$ cat config.mk
export PLATFORM = sky130hd
export DESIGN_NAME = cache_set_ctrl
export DESIGN_NICKNAME = d
export VERILOG_FILES = /design/src/rtl/cache_set_ctrl.sv
export SDC_FILE = /design/constraint.sdc
export NUM_CORES = 1
export LEC_CHECK = 0
export BUFFER_PORTS_ARGS = -buffer_cell sky130_fd_sc_hd__buf_4
export CAP_MARGIN = 5
export CORE_AREA = 2 2 113 159
export DETAILED_ROUTE_END_ITERATION = 7
export DIE_AREA = 0 0 115 161
export GPL_TIMING_DRIVEN = 0
export PLACE_DENSITY = 0.64
export RECOVER_POWER = 50
export SLEW_MARGIN = 10
export SYNTH_ARGS = -nofsm -noshare
export SYNTH_HDL_FRONTEND = slang
export SYNTH_SLANG_ARGS = --single-unit
$ cat constraint.sdc
create_clock -name clk -period 7.4 [get_ports clk]
set_input_delay 0.37 -clock clk [delete_from_list [all_inputs] [get_ports clk]]
set_output_delay 0.37 -clock clk [all_outputs]
set_load 0.005 [all_outputs]
$ cat src/rtl/cache_set_ctrl.sv
// cache_set_ctrl: controller for a single 8-way cache set.
//
// Core side   : req_valid/req_ready handshake carrying req_wr, req_tag and
//               req_wdata; one-cycle resp_valid strobe with resp_hit and
//               resp_data (zero for writes). One request outstanding at a time.
// LRU side    : lru_way in (current LRU way); lru_index/lru_hit/lru_touch out.
//               lru_touch is a one-cycle strobe in the response cycle.
// Memory side : mem_req held until mem_ack; mem_we/mem_tag/mem_wdata stable
//               while mem_req is high; mem_rdata valid with mem_ack.
// Debug       : state_dbg exposes the FSM state (IDLE=0, LOOKUP=1, MEM=2, RESP=3).
//
// Handshakes: a core request transfers on a posedge where req_valid and
// req_ready are both 1; a memory transaction completes on a posedge where
// mem_req and mem_ack are both 1 (mem_ack is ignored while mem_req is 0).
// Writes are write-through and never allocate a way.
module cache_set_ctrl #(
  parameter int TAG_W  = 8,
  parameter int DATA_W = 8
) (
  input  logic              clk,
  input  logic              reset,
  input  logic              req_valid,
  output logic              req_ready,
  input  logic              req_wr,
  input  logic [TAG_W-1:0]  req_tag,
  input  logic [DATA_W-1:0] req_wdata,
  output logic              resp_valid,
  output logic              resp_hit,
  output logic [DATA_W-1:0] resp_data,
  input  logic [2:0]        lru_way,
  output logic [2:0]        lru_index,
  output logic              lru_hit,
  output logic              lru_touch,
  output logic              mem_req,
  output logic              mem_we,
  output logic [TAG_W-1:0]  mem_tag,
  output logic [DATA_W-1:0] mem_wdata,
  input  logic              mem_ack,
  input  logic [DATA_W-1:0] mem_rdata,
  output logic [1:0]        state_dbg
);

  typedef enum logic [1:0] {IDLE = 2'd0, LOOKUP = 2'd1, MEM = 2'd2, RESP = 2'd3} state_t;

  state_t state, state_nx;

  // Set storage
  logic [7:0]        way_valid;
  logic [TAG_W-1:0]  way_tag  [8];
  logic [DATA_W-1:0] way_data [8];

  // Latched request and captured lookup result
  logic              cur_wr;
  logic [TAG_W-1:0]  cur_tag;
  logic [DATA_W-1:0] cur_wdata;
  logic              cur_hit;
  logic [2:0]        cur_way;   // hit way on a hit, victim way on a miss
  logic [DATA_W-1:0] cur_data;

  // Tag compare and lowest free way
  logic       look_hit;
  logic [2:0] look_hit_way;
  logic       look_free;
  logic [2:0] look_free_way;

  always_comb begin
    look_hit      = 1'b0;
    look_hit_way  = 3'd0;
    look_free     = 1'b0;
    look_free_way = 3'd0;
    // Scan from the top down so the lowest-index free way is the last written.
    for (int i = 7; i >= 0; i--) begin
      if (way_valid[i] && (way_tag[i] == cur_tag)) begin
        look_hit     = 1'b1;
        look_hit_way = 3'(i);
      end
      if (!way_valid[i]) begin
        look_free     = 1'b1;
        look_free_way = 3'(i);
      end
    end
  end

  // FSM state register
  always_ff @(posedge clk or negedge reset) begin
    if (!reset) state <= IDLE;
    else        state <= state_nx;
  end

  // FSM next state and outputs
  always_comb begin
    state_nx   = state;
    req_ready  = 1'b0;
    resp_valid = 1'b0;
    resp_hit   = 1'b0;
    resp_data  = '0;
    lru_index  = 3'd0;
    lru_hit    = 1'b0;
    lru_touch  = 1'b0;
    mem_req    = 1'b0;
    mem_we     = 1'b0;
    mem_tag    = '0;
    mem_wdata  = '0;
    unique case (state)
      IDLE: begin
        req_ready = 1'b1;
        if (req_valid) state_nx = LOOKUP;
      end
      LOOKUP: begin
        if (look_hit && !cur_wr) state_nx = RESP;
        else                     state_nx = MEM;
      end
      MEM: begin
        mem_req   = 1'b1;
        mem_we    = cur_wr;
        mem_tag   = cur_tag;
        mem_wdata = cur_wdata;
        if (mem_ack) state_nx = RESP;
      end
      RESP: begin
        resp_valid = 1'b1;
        resp_hit   = cur_hit;
        resp_data  = cur_data;
        // A write miss leaves the LRU order untouched.
        lru_touch  = cur_hit | ~cur_wr;
        lru_hit    = cur_hit;
        lru_index  = cur_way;
        state_nx   = IDLE;
      end
      default: state_nx = IDLE;
    endcase
  end

  assign state_dbg = state;

  // Request latch, lookup capture and valid bits
  always_ff @(posedge clk or negedge reset) begin
    if (!reset) begin
      way_valid <= '0;
      cur_wr    <= 1'b0;
      cur_tag   <= '0;
      cur_wdata <= '0;
      cur_hit   <= 1'b0;
      cur_way   <= 3'd0;
      cur_data  <= '0;
    end else begin
      case (state)
        IDLE: if (req_valid) begin
          cur_wr    <= req_wr;
          cur_tag   <= req_tag;
          cur_wdata <= req_wdata;
        end
        LOOKUP: begin
          cur_hit  <= look_hit;
          cur_way  <= look_hit ? look_hit_way : (look_free ? look_free_way : lru_way);
          cur_data <= (look_hit && !cur_wr) ? way_data[look_hit_way] : '0;
        end
        MEM: if (mem_ack && !cur_wr) begin
          way_valid[cur_way] <= 1'b1;
          cur_data           <= mem_rdata;
        end
        default: ;
      endcase
    end
  end

  // Tag/data arrays carry no reset; a cleared valid bit makes their contents
  // irrelevant. Writes are gated by reset so an abandoned fill cannot land.
  always_ff @(posedge clk) begin
    if (reset) begin
      if (state == LOOKUP && look_hit && cur_wr)
        way_data[look_hit_way] <= cur_wdata;
      if (state == MEM && mem_ack && !cur_wr) begin
        way_tag[cur_way]  <= cur_tag;
        way_data[cur_way] <= mem_rdata;
      end
    end
  end

endmodule

### Yosys cells after proc, flatten, opt, wreduce, memory -nomap -nowiden

Memories as Yosys holds them, arrays and structs flattened.
Index checks and enable logic that the tools add are counted.

| word-level totals | value |
|---|---|
| memories kept | 2 |
| word-level logic and storage cells | 114 |
| input port bits | 32 |
| latch bits | 0 |
| flip-flop bits (word level) | 39 |
| bits in writable memories | 128 |
| bits in read-only memories | 0 |
| output and inout port bits | 36 |

Memories:

| memory | words | bits a word | read ports | clocked after memory_dff | write ports | line | source |
|---|---|---|---|---|---|---|---|
| way_data | 8 | 8 | 1 | 0 | 1 | 50 | `logic [DATA_W-1:0] way_data [8];` |
| way_tag | 8 | 8 | 8 | 0 | 1 | 49 | `logic [TAG_W-1:0] way_tag [8];` |

| cells by class | value |
|---|---|
| equal/unequal tests | 14 |
| multiply operators | 0 |
| divide/modulo/power cells | 0 |
| bitwise logic cells | 3 |
| $lt $le $gt $ge | 2 |
| mux-type cells | 62 |
| shift operators | 0 |
| $add $sub $neg | 0 |
| reduce and logical (&&, ||, !) cells | 23 |

Operators by type and width:

| operator | number |
|---|---|
| 8-bit equality test | 8 |
| 3-bit two-way mux | 20 |
| 8-bit two-way mux | 6 |
| 1-bit two-way mux | 31 |
| 8-bit case mux with 2 select lines | 1 |
| 1-bit logical AND | 15 |
| 8-bit bitwise OR | 1 |
| 2-bit case mux with 4 select lines | 1 |
| 2-bit AND reduction | 4 |
| 8-bit OR reduction | 1 |
| 2-bit != test, second input constant | 3 |
| 2-bit equality test, second input constant | 2 |
| 3-bit by 4-bit < comparator with 1-bit output, second input constant | 1 |
| 2-bit two-way mux | 2 |
| 1-bit demux with 3-bit select | 1 |
| 3-bit by 1-bit greater-or-equal comparator with 1-bit output, second input constant | 1 |
| 2-bit by 1-bit equality test with 1-bit output, second input constant | 1 |
| 2-bit zero test | 1 |
| 2-bit nonzero test | 1 |
| 1-bit zero test | 1 |
| 1-bit inverter | 1 |
| 1-bit bitwise OR | 1 |

### Longest topological paths before layout

Gate-level depths: netlist (run 1).
An unclocked memory read counts as a cell.

| logic depth | value |
|---|---|
| depth after elaboration | 17 |
| gate-level depth with buffers | 11 |

### Worst setup path after synthesis (run 1)

Ideal clock, no wire load.

| path | value |
|---|---|
| path type | register to register |
| start point | reg cur_tag[5] |
| end point | mem way_data[4][0] (enable) |
| path buffers | 3 |
| data arrival time | 3090 ps |
| stages on the path, launching flop included | 12 |
| period minus slack after synthesis | 3473 ps |
| library setup time | 383 ps |
| slack | 3927 ps |
| path through | dfrtp_1 buf_6 xnor2_1 nand3_1 or4_4 and4b_4 nor3_4 buf_8 buf_6 nand2_1 a2bb2oi_1 nor3_1 |

| on the way | value |
|---|---|
| longest elaborated chain between the ends | 16 |

RTL lines:

| what | line | source |
|---|---|---|
| from (decl) | 54 | `logic [TAG_W-1:0] cur_tag;` |
| from (signal assigned) | 150 | `cur_tag <= req_tag;` |
| 8-bit equality test | 73 | `if (way_valid[i] && (way_tag[i] == cur_tag)) begin` |
| 1-bit logical AND | 73 |  |
| 1-bit two-way mux (8 in series) | 73 |  |
| 1-bit logical AND (2 in series) | 171 | `if (state == LOOKUP && look_hit && cur_wr)` |
| 1-bit two-way mux | 171 |  |
| 1-bit two-way mux | 170 | `if (reset) begin` |
| 1-bit two-way mux (not written as such) | 172 | `way_data[look_hit_way] <= cur_wdata;` |
| 1-bit two-way mux (no line) | - |  |
| to (decl) | 50 |  |

Several ways; a longest one is shown, not always the timed one.

### Worst setup path after layout (run 1)

| path | value |
|---|---|
| start point | in reset |
| end point | mem way_data[1][1] (enable) |

| on the way | value |
|---|---|
| longest elaborated chain between the ends | 4 |

RTL lines:

| what | line | source |
|---|---|---|
| from (decl) | 21 | `input logic reset,` |
| 1-bit two-way mux | 170 |  |
| 1-bit two-way mux (not written as such) | 175 | `way_data[cur_way] <= mem_rdata;` |
| 8-bit OR reduction (no line) | - |  |
| 3-bit two-way mux (no line) or 1-bit two-way mux (tied branches) | - |  |

Several ways; a longest one is shown, not always the timed one.

==> metrics.md, run 1 <==
| Metric | Value |
|---|---|
| Worst VDD drop | around 0.00021 V |
| Crit path max-delay family | buffers and inverters |
| Max clock buf depth | 2 |
| Buf/Inv on CP | 2 |
| Comb pwr share | 29.7% |
| Share of cells above drive strength 1 | between 20% and 30% |
| Residual DRC | 0 |
| CTS Sinks | about 170 |
| Clock-pin transition on the worst setup and hold timing paths | approximately 0.060 ns |
| Adder-cell area share of the yosys netlist | less than 1% |
| Starting Density | between 40 and 50% |
| Syn Inst Count | ~570 |
| CP Launch Type | input pin |
| Post-synthesis compound-gate area fraction | approximately 6.3% |
| Total die area | ~19,000 sq um |
| Post-synth top area share | 50.9% |
| Gr usage total | 20.8% |
| Crit path largest cell delay | between 1.5 and 2 ns |
| Violated checks | max-capacitance violations, max-slew violations |
| Synth Register Bits | around 170 |
| Pwr Density | approximately 350 nW/um^2 |
| Fin Setup TNS | 0 ns |
| CTS H-Tree Depth | 4 |
| Cell Chain, Critical Path | dlygate4sd3_1 -> clkbuf_1 -> nand3_1 -> o22ai_1 -> o21ai_0 -> nor2_1 |
| Final nets | around 700 |
| CP Class | in2reg |
| Global-route wire length before repair | between 20 and 30 mm |
| Number of setup buffers added after CTS | 0 |
| Worst-Margin Slew | between 2 and 3 ns |
| Inst Count DP | ~850 |
| Width of the die | approximately 120 um |
| Net switching power | between 1 and 1.5 mW |
| Filler cell count | around 1,500 |
| Net Sw Frac | between 30 and 40% |
| Slew Limit Fails | 46 |
| Layout Skew | about 0.011 ns |
| Avg Synthesized Cell Area | ~13 sq um |
| P_int | roughly 2.1 mW |
| Hold crit path type | in2reg |
| Tmin final | ~5 ns |
| Commonest non-fill, non-tap cells in the layout | edfxtp_1 (128), nand2_1 (79), buf_4 (64) |
| Leading area contributor after synthesis | edfxtp_1 |
| Register area | roughly 4800 sq um |
| Period utilisation layout | approximately two thirds |
| Unrepaired setup endpoints after global routing | no |
| Clock power share | between 20% and 30% |
| Commonest non-fill, non-tap cell in the layout | edfxtp_1 |
| PortBufs | 67 |
| Rows | 57 |
| Routed wire length | 18.3 mm |
| TritonCTS clock tree | yes |
| Avg WL per Cell | between 20 and 25 um |
| Area Growth Syn to Fin | 18.3% |
| Largest net degree at the start of global routing | 46 |
| Utilization after layout | 52.2% |
| Via/cell ratio | around 5.5 |
| Syn_nets | 607 |
| Slowest library cell on the worst path | clkbuf_1 |
| Library cells used by synthesis | 53 |
| Post-DP HPWL | ~13 mm |
| Number of setup violations in the final report | 0 |
| Post-synth EDFFs | between 100 and 150 |
| Synthesized cell area | between 7000 and 8000 sq um |
| Top post-synthesis cells by area | edfxtp_1 (51%), dfrtp_1 (13%), xnor2_1 (6.5%), nand2_1 (3.9%), mux2_2 (3.7%) |
| Max-Cap Viols | 1 |
| GP Congestion | approximately 0.86 |
| Skew-Pair Late Insertion Delay | 0.44 ns |
| GRT overflow | 0 |
| Worst setup EP type | flip-flop |
| Synth Flop Type | edfxtp_1 |
| WP data arrival | between 4 and 5 ns |
| Post-CTS Resized | 0 |
| Slew headroom | -86.1% |
| Mux share of post-synthesis cell area | under 10% |
| Sequential share of power | 43.4% |
| Finished Layout Cells | ~880 |
| CP Max Fanout | 45 |
| Vias in the first global route | slightly above 5,000 |
| Multi-input logic area | 2540 sq um |
| Pre-antenna DRT Iters | 5 |
| Top Ports | 68 |
| Post-layout instance area | 8930 sq um |
| Placed Instance Area | about 8300 sq um |
| Core ar. | 17,100 sq um |
| Xor/xnor cell area share of the yosys netlist | 7.53% |
| Worst path required time | ~7.5 ns |
| Vias | approximately 4,900 |
| Leak Pwr | around 3.2 nW |
| Synth Area in Simple Gates | about an eighth |
| Chip Height | between 150 and 200 um |
| CTS Root Cell | clkbuf_16 |
| Final Hold Fails | 0 |
| FFs w/ async S/R, synth | approximately a quarter |
| Outcome | finished, violations left |
| Initial antenna violation count | 0 |
| Synth warnings | 0 |
| Main combinational cell family by area after synthesis | simple AND/OR/NAND/NOR gates |
| Register area share after synthesis | a little under two thirds |
| DRT antenna net count | 0 |
| Total clock buffers created by CTS | 17 |
| Highest clock rate | between 200 and 250 MHz |
| Drt initial violations | 216 |
==> cells by family (layout without fill, tap and decap cells) <==
group | after synthesis | count (layout)
DFF | 167 | 167
and+or+nand+nor | 184 | 184
adders and majority gates | 4 | 4
buffers and inverters | 34 | 137
xor gates and xnor gates | 64 | 64
other | 0 | 1
muxes | 49 | 49
AOI/OAI and AO/OA | 69 | 69
==> metrics by stage <==
| stage | worst slack, ns | hold WS [ns] | total power [mW] |
|---|---|---|---|
| after detailed placement | 2.88 | 0.444 | 2.34 |
| after global placement | 2.76 | 0.438 | 2.31 |
| after global routing | 2.00 | 0.158 | 3.30 |
| final | 2.48 | 0.166 | 3.15 |
| after floorplan | 3.93 | 0.0744 | 1.95 |
| after CTS | 2.85 | 0.158 | 3.17 |
==> power groups by stage <==
stage	logic (mW)	registers [mW]	clock network, mW
6_report	0.934	1.37	0.847
5_1_grt	1.02	1.39	0.892
4_1_cts	0.950	1.37	0.853
3_5_place_dp	0.948	1.39	0
3_3_place_gp	0.924	1.38	0
2_1_floorplan	0.626	1.33	0
==> path summary, 6_finish.rpt <==
| check | from | to | slack [ns] | depth (start not counted) |
|---|---|---|---|---|
| min in group asynchronous | reset | cur_tag[4]$_DFFE_PN0P_ | 1.37 | 2 |
| worst min-delay path | req_wdata[2] | cur_wdata[2]$_DFFE_PN0P_ | 0.17 | 2 |
| worst min register to register | way_valid[6]$_DFFE_PN0P_ | way_valid[6]$_DFFE_PN0P_ | 0.53 | 1 |
| worst max register to register | cur_tag[4]$_DFFE_PN0P_ | way_data[5][7]$_DFFE_PP_ | 2.68 | 10 |
| max in group asynchronous | reset | cur_wdata[1]$_DFFE_PN0P_ | 4.44 | 2 |
| worst max-delay path | reset | way_data[1][1]$_DFFE_PP_ | 2.48 | 6 |
==> metal layers <==
layer | track usage [%] | share of wire [%] | vias to the layer above
met5 | 0 | 0 | -
met4 | 9.86 | 3.3 | 0
met3 | 4.28 | 4.2 | 40
met2 | 37.4 | 55 | 146
met1 | 23.3 | 37 | 2432
li1 | - | - | 2248
==> state kept, by name, summed over array words and instances, names as in the netlist <==
name	cells
way_data	64
way_tag	64
cur_data	8
cur_tag	8
cur_wdata	8
way_valid	8
cur_way	3
state_dbg	2
cur_hit	1
cur_wr	1
==> cells in the mapped netlist (4+ instances only) <==
cell,number
o21ai_0,12
dfrtp_1,39
a31o_1,8
nand4_1,10
or3_1,5
a31o_2,4
buf_4,4
mux2i_1,24
and2_1,29
edfxtp_1,128
xnor2_1,56
nor2_1,18
clkbuf_1,9
a21oi_1,17
nand3_1,18
a2bb2oi_1,9
o211ai_1,4
nor3_1,15
inv_1,9
nand2_1,78
xor2_1,7
ha_1,4
buf_6,6
mux2_2,25
==> timing repair <==
item | 4_1_cts | 5_1_grt
hold buffers | 1 | 0
setup endpoints to repair | 0 | 0
hold endpoints to repair | 34 | 0
==> layout make-up <==
type	instances	share of cell area (%)
Antenna cell	1	0.0280
Buffer	25	2.05
Clock buffer	19	4.96
Clock inverter	13	1.36
Inverter	9	0.378
Multi-Input combinational cell	370	28.5
Sequential cell	167	54.0
Tap cell	206	2.89
Timing Repair Buffer	71	5.91
No activity file was read; power rests on OpenSTA's default activity.
==> run 2: changes to the inputs <==
PLACE_DENSITY = 0.67   (was 0.64)
clock period = 4.3 ns   (was 7.4 ns; I/O delays follow)
==> run 2 against run 1 <==
The run now ends clean. Die area stayed put. Core utilization is 0.15 points higher. Clock skew is 0.0028 ns lower. Cell area is 0.28% higher. Via count is 1.8% lower. Non-clock buffer count is 3 lower. Clock power is 79% higher. Flip-flop and latch count stayed put. Global-route usage is 0.77 points lower. Sequential share of layout area is 0.15 points lower. Critical path type is now reg2reg.
==> metrics.md, run 2 (synthesis results as in run 1) <==
| Metric | Value |
|---|---|
| Hold Worst Slack | 0.0188 ns (-0.147 ns) |
| Unrepaired setup endpoints after global routing | no |
| Number of setup violations in the final report | 0 (unchanged) |
| Worst path required time | 4.36 ns (-3.09 ns) |
| GP Congestion | 0.885 (+3.2%) |
| Total clock buffers created by CTS | 17 (unchanged) |
| Rows | 57 (unchanged) |
| Slew Limit Fails | 0 (-100%) |
| Largest regs | way_data (64), way_tag (64) |
| Chip Height | 161 um (unchanged) |
| Total die area | 18,500 sq um (unchanged) |
| Vias | 4,778 (-1.8%) |
| Finished Layout Cells | 877 (-0.45%) |
| Pre-antenna DRT Iters | 4 (-1) |
| Commonest non-fill, non-tap cells in the layout | edfxtp_1 (128), nand2_1 (78), xnor2_1 (56) |
| GRT overflow | 0 (unchanged) |
| Largest net degree at the start of global routing | 46 (unchanged) |
| CP Launch Type | flip-flop |
| Clock-pin transition on the worst setup and hold timing paths | 0.06 ns (about the same) |
| Leak Pwr | 3.21 nW (-0.47%) |
| DRT antenna net count | 0 (unchanged) |
| Avg WL per Cell | 20.2 um (-2.9%) |
| Max clock buf depth | 2 (unchanged) |
| Worst Setup SP | cur_tag[4]$_DFFE_PN0P_ |
| Gr usage total | 20.1% (-0.77 points) |
| Highest Signal Layer | met4 |
| Pwr Density | 612 nW/um^2 (+74%) |
| CTS Root Cell | clkbuf_16 |
| Period utilisation layout | around 93% |
| CP Max Fanout | 10 (-78%) |
| Tmin final | between 3 and 4 ns |
| Vias in the first global route | 4,969 (-1.2%) |
| Post-DP HPWL | 12.6 mm (-1.0%) |
| CP Class | reg2reg |
| Top cell by count, worst path | nor3_4 |
| Slew headroom | 18.0% (+100 points) |
| Worst setup EP type | flip-flop |
| CTS H-Tree Depth | 4 (unchanged) |
| Layout Skew | 0.00783 ns (-0.00282 ns) |
| Highest clock rate | ~250 MHz |
| Final Hold Fails | 0 (unchanged) |
| Global-route wire length before repair | 27.3 mm (-2.3%) |
| Commonest non-fill, non-tap cell in the layout | edfxtp_1 |
| M1 WL | 6.75 mm (-1.5%) |
| Met3 routed WL | 720 um (-6.7%) |
| WP data arrival | 4.06 ns (-0.91 ns) |
| Routed wire length | 17.7 mm (-3.4%) |
| Core ar. | 17,100 sq um (unchanged) |
| Hold crit path type | in2reg |
| Worst-Margin Slew | 1.22 ns (-1.57 ns) |
| Top Ports | 68 (unchanged) |
| PortBufs | 67 (unchanged) |
| Initial antenna violation count | 0 (unchanged) |
| Slowest library cell on the worst path | dfrtp_1 |
| Area Growth Syn to Fin | 18.7% |
| Cell Chain, Critical Path | buf_2 -> xnor2_1 -> nand4_1 -> nor3_1 -> and4b_4 -> nor3_4 -> buf_8 -> buf_6 -> nand2_1 -> a2bb2oi_1 -> nor3_4 |
| Antenna cells | 0 (-1) |
| Final nets | 694 (-0.43%) |
| Drt initial violations | 227 (+5.1%) |
| Routed wl met2 | 9.77 mm (-3.1%) |
| TritonCTS clock tree | yes |
| Skew-Pair Late Insertion Delay | 0.42 ns (-0.02 ns) |
| Residual DRC | 0 (unchanged) |
| Starting Density | 44.1% (unchanged) |
| Max-Cap Viols | 0 (-1) |
| Width of the die | 115 um (unchanged) |
| Crit path largest cell delay | 0.57 ns (-1.40 ns) |
| Outcome | finished, final reports clean |
| Buf/Inv on CP | 3 (+1) |
| Hold path start | req_wr |
| Via/cell ratio | 5.45 (-1.4%) |
| Inst Count DP | 844 (-0.35%) |
| Worst VDD drop | 0.000339 V (+60%) |
| Worst flop-to-flop path startpoint | cur_tag[4]$_DFFE_PN0P_ |
| Crit path max-delay family | simple AND/OR/NAND/NOR gates |
| CTS Sinks | 167 (unchanged) |
| Share of cells above drive strength 1 | 22.5% (-0.20 points) |
## run 2: cell types whose count changed in the layout (fill, tap and decap cells not counted), moves of 2 or more
cell | previous run | this run
a21oi_2 | 0 | 2
inv_6 | 4 | 1
bufinv_16 | 1 | 3
and2_0 | 10 | 19
clkbuf_4 | 8 | 17
and2_1 | 20 | 11
buf_4 | 64 | 54
clkinv_1 | 0 | 3
clkinv_2 | 3 | 1
a21oi_1 | 17 | 15
nor3_2 | 6 | 3
nor3_4 | 1 | 3
clkbuf_1 | 13 | 11
## run 2: timing repair
item                                   in CTS  in global routing
setup buffers                               0                  0
endpoints found under the hold margin      39                  0
pin swaps                                   0                  0
setup endpoints to repair                   8                 32
hold buffers                                1                  0
gates resized for setup                     1                  4
## run 2: power breakdown
group / leakage, nW / internal [mW] / total (mW) / switching, mW
registers: 1.63 / 2.12 / 2.36 / 0.245
logic: 1.31 / 0.695 / 1.60 / 0.905
clock network: 0.276 / 0.909 / 1.52 / 0.609
## run 2: worst paths after layout
check / end / slack (ns) / cells after the start
worst max-delay path: way_data[4][2]$_DFFE_PP_ / 0.31 / 11
worst min-delay path: cur_wr$_DFFE_PN0P_ / 0.02 / 2
worst max register to register: way_data[4][2]$_DFFE_PP_ / 0.31 / 11
worst min register to register: way_valid[7]$_DFFE_PN0P_ / 0.52 / 2
max in group asynchronous: cur_wdata[1]$_DFFE_PN0P_ / 3.51 / 2
min in group asynchronous: cur_tag[0]$_DFFE_PN0P_ / 0.37 / 2
## run 2: cell type report
| cell class | instances | area, sq um |
|---|---|---|
| buffer | 25 | 184 |
| tap | 206 | 258 |
| timing repair buffer | 68 | 513 |
| inverter | 9 | 33.8 |
| clock buffer | 19 | 433 |
| fill | 1484 | 8160 |
| sequential | 167 | 4820 |
| multi-input combinational | 370 | 2560 |
| clock inverter | 13 | 155 |
## run 2: through the flow
| stage | util, % | power, mW | TNS (ns) | setup WS (ns) | cell area (sq um) |
|---|---|---|---|---|---|
| 3_3_place_gp | 48.5 | 3.95 | -2.26 | -0.197 | 8310 |
| 2_1_floorplan | - | 3.36 | 0 | 0.827 | 7550 |
| 6_report | 52.3 | 5.48 | 0 | 0.306 | 8960 |
| 3_5_place_dp | 48.6 | 4.02 | -2.01 | -0.252 | 8320 |
| 5_1_grt | 52.3 | 5.76 | 0 | 0.0398 | 8960 |
| 4_1_cts | 52.1 | 5.53 | 0 | 0.0497 | 8930 |
## run 2: layer usage
layer | vias to the layer above | track usage [%]
met5 | - | 0
met4 | 0 | 7.94
met3 | 27 | 3.53
met2 | 135 | 37.1
met1 | 2371 | 22.6
li1 | 2245 | -
==> run 3: changes to the inputs <==
CORE_AREA = 2 2 107 151   (was 2 2 113 159)
DIE_AREA = 0 0 109 153   (was 0 0 115 161)
PLACE_DENSITY = 0.73   (was 0.67)
==> run 3 against run 2 <==
The flow now finishes with violations (negative setup slack). Cell area down 0.81%. Via count up 1.0%. Sequential power about the same. Maximum frequency down 7.6%. Critical path depth down 1. Register-to-register slack worse by 0.33 ns. Wire length up 1.9%. Flip-flop and latch count unchanged. Power down 1.9%. Global-route usage up 3.0 points. Combinational power about the same. Clock skew up 0.00088 ns. Critical endpoint is now way_data[7][5]$_DFFE_PP_.
==> metrics.md, run 3 (synthesis results as in run 1) <==
| Metric | Value |
|---|---|
| Outcome | finished, violations left |
| Violated checks | negative setup slack |
| Total power | 5.38 mW (-1.9%) |
| Drt initial violations | 268 (+18%) |
| Via/cell ratio | 5.57 (+2.2%) |
| Pre-antenna DRT Iters | 4 (unchanged) |
| Clock-pin transition on the worst setup and hold timing paths | 0.06 ns (about the same) |
| CTS Root Cell | clkbuf_16 |
| Inst Count DP | 834 (-1.2%) |
| Chip Height | 153 um (-5.0%) |
| Leak Pwr | 3.20 nW (-0.38%) |
| Layout Skew | 0.00871 ns (+0.000881 ns) |
| Cell Chain, Critical Path | buf_2 -> xnor2_1 -> nand4_1 -> nor3_1 -> and4b_4 -> nor3_4 -> buf_8 -> buf_6 -> o211ai_1 -> a21oi_1 |
| Share of cells above drive strength 1 | 21.8% (-0.75 points) |
| Fin Setup TNS | -0.149 ns (-0.149 ns) |
| Initial antenna violation count | 0 (unchanged) |
| Hold crit path type | in2reg |
| Final nets | 694 (unchanged) |
| Worst-Margin Slew | 1.29 ns (+0.0681 ns) |
| Slew headroom | 13.4% (-4.6 points) |
| Total die area | 16,700 sq um (-9.9%) |
| Area Growth Syn to Fin | 17.7% |
| DRT antenna net count | 0 (unchanged) |
| Worst VDD drop | 0.000349 V (+3.1%) |
| Global-route wire length before repair | 27.8 mm (+1.8%) |
| Vias | 4,827 (+1.0%) |
| Highest clock rate | 231 MHz (-7.6%) |
| Rows | 54 (-5.3%) |
| GP Congestion | 0.893 (+0.93%) |
| Total clock buffers created by CTS | 17 (unchanged) |
| Vias in the first global route | 5,014 (+0.91%) |
| Tmin final | 4.32 ns (+0.328 ns) |
| Unrepaired setup endpoints after global routing | yes |
| TritonCTS clock tree | yes |
| CP Launch Type | flip-flop |
| Max clock buf depth | 2 (unchanged) |
| Number of setup violations in the final report | 8 (+8) |
| Starting Density | 49.2% (+5.1 points) |
| Final Hold Fails | 0 (unchanged) |
| Slowest library cell on the worst path | a21oi_1 |
| Commonest non-fill, non-tap cells in the layout | edfxtp_1 (128), nand2_1 (78), buf_4 (61) |
| Finished Layout Cells | 867 (-1.1%) |
| Worst path required time | 4.34 ns (-0.02 ns) |
| GRT overflow | 0 (unchanged) |
| Period utilisation layout | 101% (+7.6 points) |
| Worst reg-to-reg setup slack | -0.02 ns (-0.33 ns) |
| Pwr Density | 605 nW/um^2 (-1.1%) |
| PortBufs | 67 (unchanged) |
| Antenna cells | 0 (unchanged) |
| CP Class | reg2reg |
| Worst setup EP type | flip-flop |
| Width of the die | 109 um (-5.2%) |
| Avg WL per Cell | 20.8 um (+3.1%) |
| Largest regs | way_data (64), way_tag (64) |
| Max-Cap Viols | 0 (unchanged) |
| Skew-Pair Late Insertion Delay | 0.43 ns (about the same) |
| Core ar. | 15,300 sq um (-10%) |
| CTS Sinks | 167 (unchanged) |
| Top Ports | 68 (unchanged) |
| Gr usage total | 23.1% (+3.0 points) |
| Largest net degree at the start of global routing | 46 (unchanged) |
| WP data arrival | 4.36 ns (+0.30 ns) |
| Final worst setup slack | -0.0220 ns (-0.328 ns) |
| CTS H-Tree Depth | 4 (unchanged) |
| Crit path largest cell delay | 0.86 ns (+0.29 ns) |
| Hold Worst Slack | 0.0161 ns (-0.00271 ns) |
| Post-DP HPWL | 12.4 mm (-1.3%) |
| CP Max Fanout | 10 (unchanged) |
| Pre-CTS setup slack | -0.0188 ns (+0.233 ns) |
| Commonest non-fill, non-tap cell in the layout | edfxtp_1 |
| Routed wire length | 18.0 mm (+1.9%) |
| Residual DRC | 0 (unchanged) |
| Slew Limit Fails | 0 (unchanged) |
run 3: layout make-up:
| type | count | area (sq um) |
|---|---|---|
| clock inverters | 8 | 73.8 |
| flip-flops and latches | 167 | 4820 |
| multi-input cells | 370 | 2550 |
| fillers | 1195 | 6450 |
| clock buffers | 24 | 472 |
| inverters | 9 | 33.8 |
| plain buffers | 25 | 184 |
| well taps | 196 | 245 |
| repair buffers | 68 | 509 |
run 3: worst max-delay path: cells and delay by family (launching register included):
family	cells	cell delay (ns)
AO/OA/AOI/OAI	2	1.01
XOR/XNOR	1	0.18
buffers and inverters	3	0.82
AND/OR/NAND/NOR	4	1.38
flip-flops	1	0.53
run 3: repair_timing:
item                       4_1_cts  5_1_grt
hold buffers                     1        0
buffers inserted                 0        0
setup endpoints to repair       32       24
gates resized for setup          1        0
hold endpoints to repair        39        0
run 3: final timing paths:
| path | from | endpoint | cells past startpoint |
|---|---|---|---|
| min in group asynchronous | reset | cur_tag[0]$_DFFE_PN0P_ | 2 |
| max | cur_tag[4]$_DFFE_PN0P_ | way_data[7][5]$_DFFE_PP_ | 10 |
| max in group asynchronous | reset | cur_tag[5]$_DFFE_PN0P_ | 2 |
| max reg2reg | cur_tag[4]$_DFFE_PN0P_ | way_data[7][5]$_DFFE_PP_ | 10 |
| min | req_wdata[0] | cur_wdata[0]$_DFFE_PN0P_ | 2 |
| min reg2reg | way_valid[7]$_DFFE_PN0P_ | way_valid[7]$_DFFE_PN0P_ | 2 |
run 3: layer usage:
metal / GRT usage [%] / vias up / routed length [um] / share of wire, %
li1: - / 2246 / - / -
met1: 25.6 / 2354 / 6560 / 36
met2: 39.8 / 179 / 9590 / 53
met3: 5.25 / 48 / 957 / 5.3
met4: 13.4 / 0 / 942 / 5.2
met5: 0 / - / 0 / 0
run 3: power breakdown:
group | leakage [nW] | switching [mW] | internal [mW] | total (mW)
logic | 1.32 | 0.916 | 0.697 | 1.61
registers | 1.63 | 0.236 | 2.12 | 2.35
clock network | 0.256 | 0.588 | 0.823 | 1.41
run 3: per-stage QoR:
stage / instance area, sq um / utilization, %
after floorplan: 7550 / -
after global placement: 8300 / 54.1
after detailed placement: 8320 / 54.2
after CTS: 8880 / 57.9
after global routing: 8880 / 57.9
final: 8880 / 57.9
